[src/rtl/axi_arb_pkg.sv]
// Shared types and AXI constants for the write arbiter.
package axi_arb_pkg;
  typedef enum logic [1:0] {
    S_IDLE = 2'd0,
    S_ADDR = 2'd1,
    S_DATA = 2'd2,
    S_RESP = 2'd3
  } arb_state_e;

  localparam logic [1:0] BURST_INCR = 2'b01;
  localparam logic [1:0] RESP_OKAY  = 2'b00;

  function automatic int idx_w(input int n);
    return (n > 1) ? $clog2(n) : 1;
  endfunction
endpackage

[src/rtl/rr_arbiter.sv]
// Combinational round-robin picker: first requester at or after i_ptr, wrapping.
module rr_arbiter #(
  parameter int NUM_CH = 5,
  parameter int PW     = 3
) (
  input  logic [NUM_CH-1:0] i_req,
  input  logic [PW-1:0]     i_ptr,
  output logic [NUM_CH-1:0] o_gnt,
  output logic [PW-1:0]     o_idx,
  output logic              o_any
);
  always_comb begin
    int c;
    c     = 0;
    o_gnt = '0;
    o_idx = '0;
    o_any = 1'b0;
    for (int off = 0; off < NUM_CH; off++) begin
      c = int'(i_ptr) + off;
      if (c >= NUM_CH) c = c - NUM_CH;
      if (!o_any && i_req[c]) begin
        o_any    = 1'b1;
        o_gnt[c] = 1'b1;
        o_idx    = PW'(c);
      end
    end
  end
endmodule

[src/rtl/axi_wr_arbiter.sv]
// Round-robin AXI4 write master: one full burst outstanding, camera FIFOs as sources.
module axi_wr_arbiter
  import axi_arb_pkg::*;
#(
  parameter int NUM_CH    = 5,
  parameter int ADDR_W    = 32,
  parameter int DATA_W    = 128,
  parameter int BURST_LEN = 32
) (
  input  logic                     M_AXI_ACLK,
  input  logic                     M_AXI_ARESETN,
  input  logic [NUM_CH-1:0]        ch_req,
  input  logic [NUM_CH*ADDR_W-1:0] ch_addr,
  input  logic [NUM_CH*DATA_W-1:0] ch_data,
  output logic [NUM_CH-1:0]        ch_grant,
  output logic [NUM_CH-1:0]        ch_rd_en,
  output logic [NUM_CH-1:0]        ch_done,
  output logic [ADDR_W-1:0]        M_AXI_AWADDR,
  output logic [7:0]               M_AXI_AWLEN,
  output logic [2:0]               M_AXI_AWSIZE,
  output logic [1:0]               M_AXI_AWBURST,
  output logic                     M_AXI_AWVALID,
  input  logic                     M_AXI_AWREADY,
  output logic [DATA_W-1:0]        M_AXI_WDATA,
  output logic [DATA_W/8-1:0]      M_AXI_WSTRB,
  output logic                     M_AXI_WLAST,
  output logic                     M_AXI_WVALID,
  input  logic                     M_AXI_WREADY,
  input  logic [1:0]               M_AXI_BRESP,
  input  logic                     M_AXI_BVALID,
  output logic                     M_AXI_BREADY,
  output logic                     resp_err
);
  localparam int PW = idx_w(NUM_CH);
  localparam int BW = $clog2(BURST_LEN + 1);

  arb_state_e r_state, w_nxt;

  logic [NUM_CH-1:0]             r_grant;
  logic [PW-1:0]                 r_gidx, r_rr_ptr;
  logic [ADDR_W-1:0]             r_addr;
  logic [BW-1:0]                 r_beat;
  logic                          r_resp_err;

  logic [NUM_CH-1:0][ADDR_W-1:0] w_addr;
  logic [NUM_CH-1:0][DATA_W-1:0] w_data;
  logic [NUM_CH-1:0]             w_gnt;
  logic [PW-1:0]                 w_gidx;
  logic                          w_any, w_last, w_whs, w_bhs;

  assign w_addr = ch_addr;
  assign w_data = ch_data;

  rr_arbiter #(.NUM_CH(NUM_CH), .PW(PW)) u_rr (
    .i_req (ch_req),
    .i_ptr (r_rr_ptr),
    .o_gnt (w_gnt),
    .o_idx (w_gidx),
    .o_any (w_any)
  );

  assign w_last = (r_beat == BW'(BURST_LEN - 1));
  assign w_whs  = (r_state == S_DATA) && M_AXI_WREADY;
  assign w_bhs  = (r_state == S_RESP) && M_AXI_BVALID;

  always_ff @(posedge M_AXI_ACLK or negedge M_AXI_ARESETN) begin
    if (!M_AXI_ARESETN) r_state <= S_IDLE;
    else                r_state <= w_nxt;
  end

  always_comb begin
    w_nxt         = r_state;
    M_AXI_AWVALID = 1'b0;
    M_AXI_WVALID  = 1'b0;
    M_AXI_WLAST   = 1'b0;
    M_AXI_BREADY  = 1'b0;
    unique case (r_state)
      S_IDLE: if (w_any) w_nxt = S_ADDR;
      S_ADDR: begin
        M_AXI_AWVALID = 1'b1;
        if (M_AXI_AWREADY) w_nxt = S_DATA;
      end
      S_DATA: begin
        M_AXI_WVALID = 1'b1;
        M_AXI_WLAST  = w_last;
        if (w_whs && w_last) w_nxt = S_RESP;
      end
      S_RESP: begin
        M_AXI_BREADY = 1'b1;
        if (M_AXI_BVALID) w_nxt = S_IDLE;
      end
      default: w_nxt = S_IDLE;
    endcase
  end

  // Grant, address and index are captured once in IDLE, so later ch_req changes cannot disturb the burst.
  always_ff @(posedge M_AXI_ACLK or negedge M_AXI_ARESETN) begin
    if (!M_AXI_ARESETN) begin
      r_grant    <= '0;
      r_gidx     <= '0;
      r_rr_ptr   <= '0;
      r_addr     <= '0;
      r_beat     <= '0;
      r_resp_err <= 1'b0;
    end else begin
      if (r_state == S_IDLE && w_any) begin
        r_grant <= w_gnt;
        r_gidx  <= w_gidx;
        r_addr  <= w_addr[w_gidx];
      end
      if (w_whs) r_beat <= w_last ? '0 : r_beat + 1'b1;
      if (w_bhs) begin
        r_grant  <= '0;
        r_rr_ptr <= (r_gidx == PW'(NUM_CH - 1)) ? '0 : r_gidx + 1'b1;
        if (M_AXI_BRESP != RESP_OKAY) r_resp_err <= 1'b1;
      end
    end
  end

  assign ch_grant      = r_grant;
  assign ch_rd_en      = r_grant & {NUM_CH{w_whs}};
  assign ch_done       = r_grant & {NUM_CH{w_bhs}};
  assign resp_err      = r_resp_err;
  assign M_AXI_AWADDR  = r_addr;
  assign M_AXI_AWLEN   = 8'(BURST_LEN - 1);
  assign M_AXI_AWSIZE  = 3'($clog2(DATA_W / 8));
  assign M_AXI_AWBURST = BURST_INCR;
  assign M_AXI_WDATA   = M_AXI_WVALID ? w_data[r_gidx] : '0;
  assign M_AXI_WSTRB   = '1;
endmodule

[config.mk]
export PLATFORM = sky130hd
export DESIGN_NAME = axi_wr_arbiter
export DESIGN_NICKNAME = d
export VERILOG_FILES = /design/src/rtl/axi_arb_pkg.sv /design/src/rtl/rr_arbiter.sv /design/src/rtl/axi_wr_arbiter.sv
export SDC_FILE = /design/constraint.sdc
export NUM_CORES = 1
export LEC_CHECK = 0
export CORE_AREA = 2 2 397 399
export DETAILED_ROUTE_END_ITERATION = 16
export DIE_AREA = 0 0 399 401
export PLACE_DENSITY_LB_ADDON = 0.12
export SYNTH_ARGS = -nofsm -noshare
export SYNTH_HDL_FRONTEND = slang
export SYNTH_SLANG_ARGS = --single-unit
[constraint.sdc]
create_clock -name M_AXI_ACLK -period 4.3 [get_ports M_AXI_ACLK]
set_clock_uncertainty 0.15 [all_clocks]
set_input_delay 0.86 -clock M_AXI_ACLK [delete_from_list [all_inputs] [get_ports M_AXI_ACLK]]
set_output_delay 0.86 -clock M_AXI_ACLK [all_outputs]
set_load 0.01 [all_outputs]
==> key figures <==
Yosys
  • Cells after Synth: 1102
  • EDFF count, synth: 0
  • Mux cell area share after synthesis: 31.68%
  • Sequential-to-total area share from yosys stat: 12.39%
  • Ys flop type: dfrtp_1
  • Netlist cell types: 76
  • Fraction of registers with async set/reset: 100.0%
  • Largest family of logic cells by synthesized area: multiplexers
  • Compound-cell area share of the yosys netlist: 27.99%
  • Commonest cells post-synth: nor2b_1 (134), a22oi_1 (128), mux4_2 (128), clkbuf_1 (87), a211oi_1 (56)
  • Synth top area share: 27.45%
  • Synthesized cell area: 10500 um^2
  • Post-Synth Adder-Cell Area: 3.527%
  • Post-Synth XOR/XNOR Area: 0.8340%
  • Count leader, synth: nor2b_1
  • Avg Synthesized Cell Area: 9.529 um^2
  • Synth area leaders: mux4_2 (27%), dfrtp_1 (12%), a22oi_1 (9.2%), nor2b_1 (8.0%), a211oi_1 (4.0%)
  • Area leader, netlist: mux4_2
  • FF+latch count, synth: 52
  • Synthesis Warnings: 0
  • Simple-Gate Fraction of Synth Area: 14.56%

Floorplan
  • Ports placed on the boundary: 1021
  • Core area: 155700 um^2
  • Starting Density: 6.746%
  • Rows: 145
  • DIE HEIGHT: 401 um
  • Die Width: 399 um
  • Die Footprint: 160000 um^2

Hold path
  • Hold Path Class: reg -> reg
  • WHS Path Cells: 1

Setup path
  • Crit. End Element: flip-flop
  • Worst R2R Path Depth: 12
  • Critical Path AT: 4.20 ns
  • Worst-path cell chain: inv_1 > buf_4 > fa_1 > a21boi_4 > o2bb2ai_1 > and3_1 > o221ai_4 > or3_1 > a21o_2 > clkbuf_16 > a2111oi_0 > a211oi_1
  • Worst setup SP type: flip-flop
  • CP Class: reg -> reg
  • Worst endpoint required time: 4.35 ns
  • Max Fanout on Critical Path: 19
  • CP max stage delay: 0.49 ns
  • Worst-path cell with the longest stage delay: fa_1

Drt
  • DR WL met2: 71840 um
  • Top Metal Used: met5
  • Post-Route M1 WL: 47650 um
  • Antenna-violating nets left: 0
  • Drt wl/cell: 32.22 um
  • Number of remaining DRC errors: 0
  • DRT Wirelength: 134200 um
  • Vias: 15170
  • Vias per inst: 3.642
  • DRT Pass-1 Iters: 5
  • Met3 wire len: 11370 um
  • Initial DRC Count: 1182

Timing
  • Setup slack after layout: 0.1499 ns
  • Worst hold slack: 0.3358 ns
  • RSZ-0062 raised after global routing: yes
  • Tightest Pin Transition: 0.9828 ns
  • Slew HR: 34.48%
  • TNS Setup: 0 ns
  • Endpoints failing hold: 0
  • Final Critical Period: 4.150 ns
  • Final setup fails: 0
  • Fin crit share: 96.51%
  • Final Max Tran Viols: 0
  • Fmax: 0.2410 GHz

Placed design
  • Setup WS pre-CTS: -0.4771 ns
  • I/O Buffers: 991
  • Routability cong.: 0.8812
  • Placed insts: 4140
  • DP Area: 23530 um^2
  • HPWL after DPL: 118200 um

Clock network
  • CTS Hold Bufs: 0
  • Max Root-Sink Buffers: 2
  • CTS tree: yes
  • Clk root buf: clkbuf_16
  • Post-CTS setup buffers: 0
  • Clk pin slew, worst setup/hold paths: 0.09 ns
  • Clk Latency, worst-skew pair: 0.32 ns
  • Clock sinks: 52
  • Clock buffer count from CTS: 5
  • H-tree Lvls: 2

Global routing
  • Vias in the first global route: 16130
  • Total track usage: 15.92%
  • Total grt overflow: 0
  • First-pass GRT wire length: 169600 um
  • Largest net degree at the start of global routing: 95
  • Initial antenna violation count: 141

Cells and area
  • Layout net count: 2931
  • Fin cells: 4165
  • Fin area: 23880 um^2
  • Share of cells above drive strength 1: 15.69%
  • Area delta synth->final: 127.4%
  • Final core occ: 15.34%

Pwr
  • Leak pwr: 8.320 nW
  • Pwr/cell area: 764.2 nW/um^2
  • Peak supply drop: 0.001025 V
  • Total Power: 18.25 mW

Flow run
  • Max capacitance violation total: 0

Status
  • Run status: finished, final reports clean
[cells by family after synthesis]
family	Yosys count
compound gates	367
xor+xnor	10
fa+ha+maj	29
buf+inv	203
flops	52
mux	172
other cells	2
simple gates	267
[cells in the final DEF (no fill, tap or decap), types with 16 or more instances in the layout]
cell and count:
dfrtp_1 50, mux4_2 128, a21oi_1 22, nand2_1 28, conb_1 29, mux2i_1 40, diode_2 16, o32ai_1 31
a22oi_1 128, clkdlybuf4s50_1 979, and3_1 16, o21ai_0 22, nand3_1 16, a2111oi_2 18, buf_12 24, inv_1 49
nor2_1 26, a211oi_1 53, nor2b_1 134, ha_1 26, buf_4 99
[worst max-delay path, delay by kind of cell, from the launching register on]
kind | cells | cell delay, ns
AO/OA/AOI/OAI | 6 | 1.61
AND/OR/NAND/NOR | 2 | 0.81
adder cells (fa/ha/maj) | 1 | 0.49
flip-flops | 1 | 0.44
buffers and inverters | 3 | 0.51
[where the power goes]
part           internal, mW  switching [mW]  leakage, nW
Combinational          7.83            8.86         7.64
Sequential            0.779           0.244        0.599
Clock                 0.279           0.258       0.0805
Total                  8.89            9.36         8.32
[sequential cells by signal, summed over array words and instances, names as in the netlist]
signal / cells
M_AXI_AWADDR: 32
ch_grant: 5
r_beat: 6
r_gidx: 3
r_rr_ptr: 3
r_state: 2
resp_err: 1
[per-layer routing]
layer / vias to the layer above / global-route usage, %
li1: 6366 / -
met1: 7551 / 16.84
met5: - / 0
met4: 46 / 3.027
met3: 250 / 4.782
met2: 955 / 30.69
[cell type report]
cell class                      count  area [um^2]
Fill cell                       17540       131800
Timing Repair Buffer             1106        11080
Multi-Input combinational cell    874         8514
Tap cell                         2058         2575
Sequential cell                    52         1309
Inverter                           51        196.4
Clock buffer                        5        125.1
Clock inverter                      3        46.29
Antenna cell                       16        40.04
[path summary, 6_finish.rpt]
| check | startpoint | to | slack, ns |
|---|---|---|---|
| worst max register to register | r_rr_ptr[1] | M_AXI_AWADDR[13] | 0.15 |
| worst min register to register | resp_err | resp_err | 0.34 |
| max in group asynchronous | M_AXI_ARESETN | r_beat[2] | 2.64 |
| min in group asynchronous | M_AXI_ARESETN | M_AXI_AWADDR[18] | 0.52 |
| worst min-delay path | resp_err | resp_err | 0.34 |
| worst max-delay path | r_rr_ptr[1] | M_AXI_AWADDR[13] | 0.15 |
[what timing repair did]
item | CTS | global route
endpoints found under the hold margin | 0 | 0
resized for setup | 5 | 32
pin swaps | 0 | 0
endpoints found under the setup margin | 4 | 34
cloned | 0 | 1
Note: power is estimated with default switching activity, not from simulation.
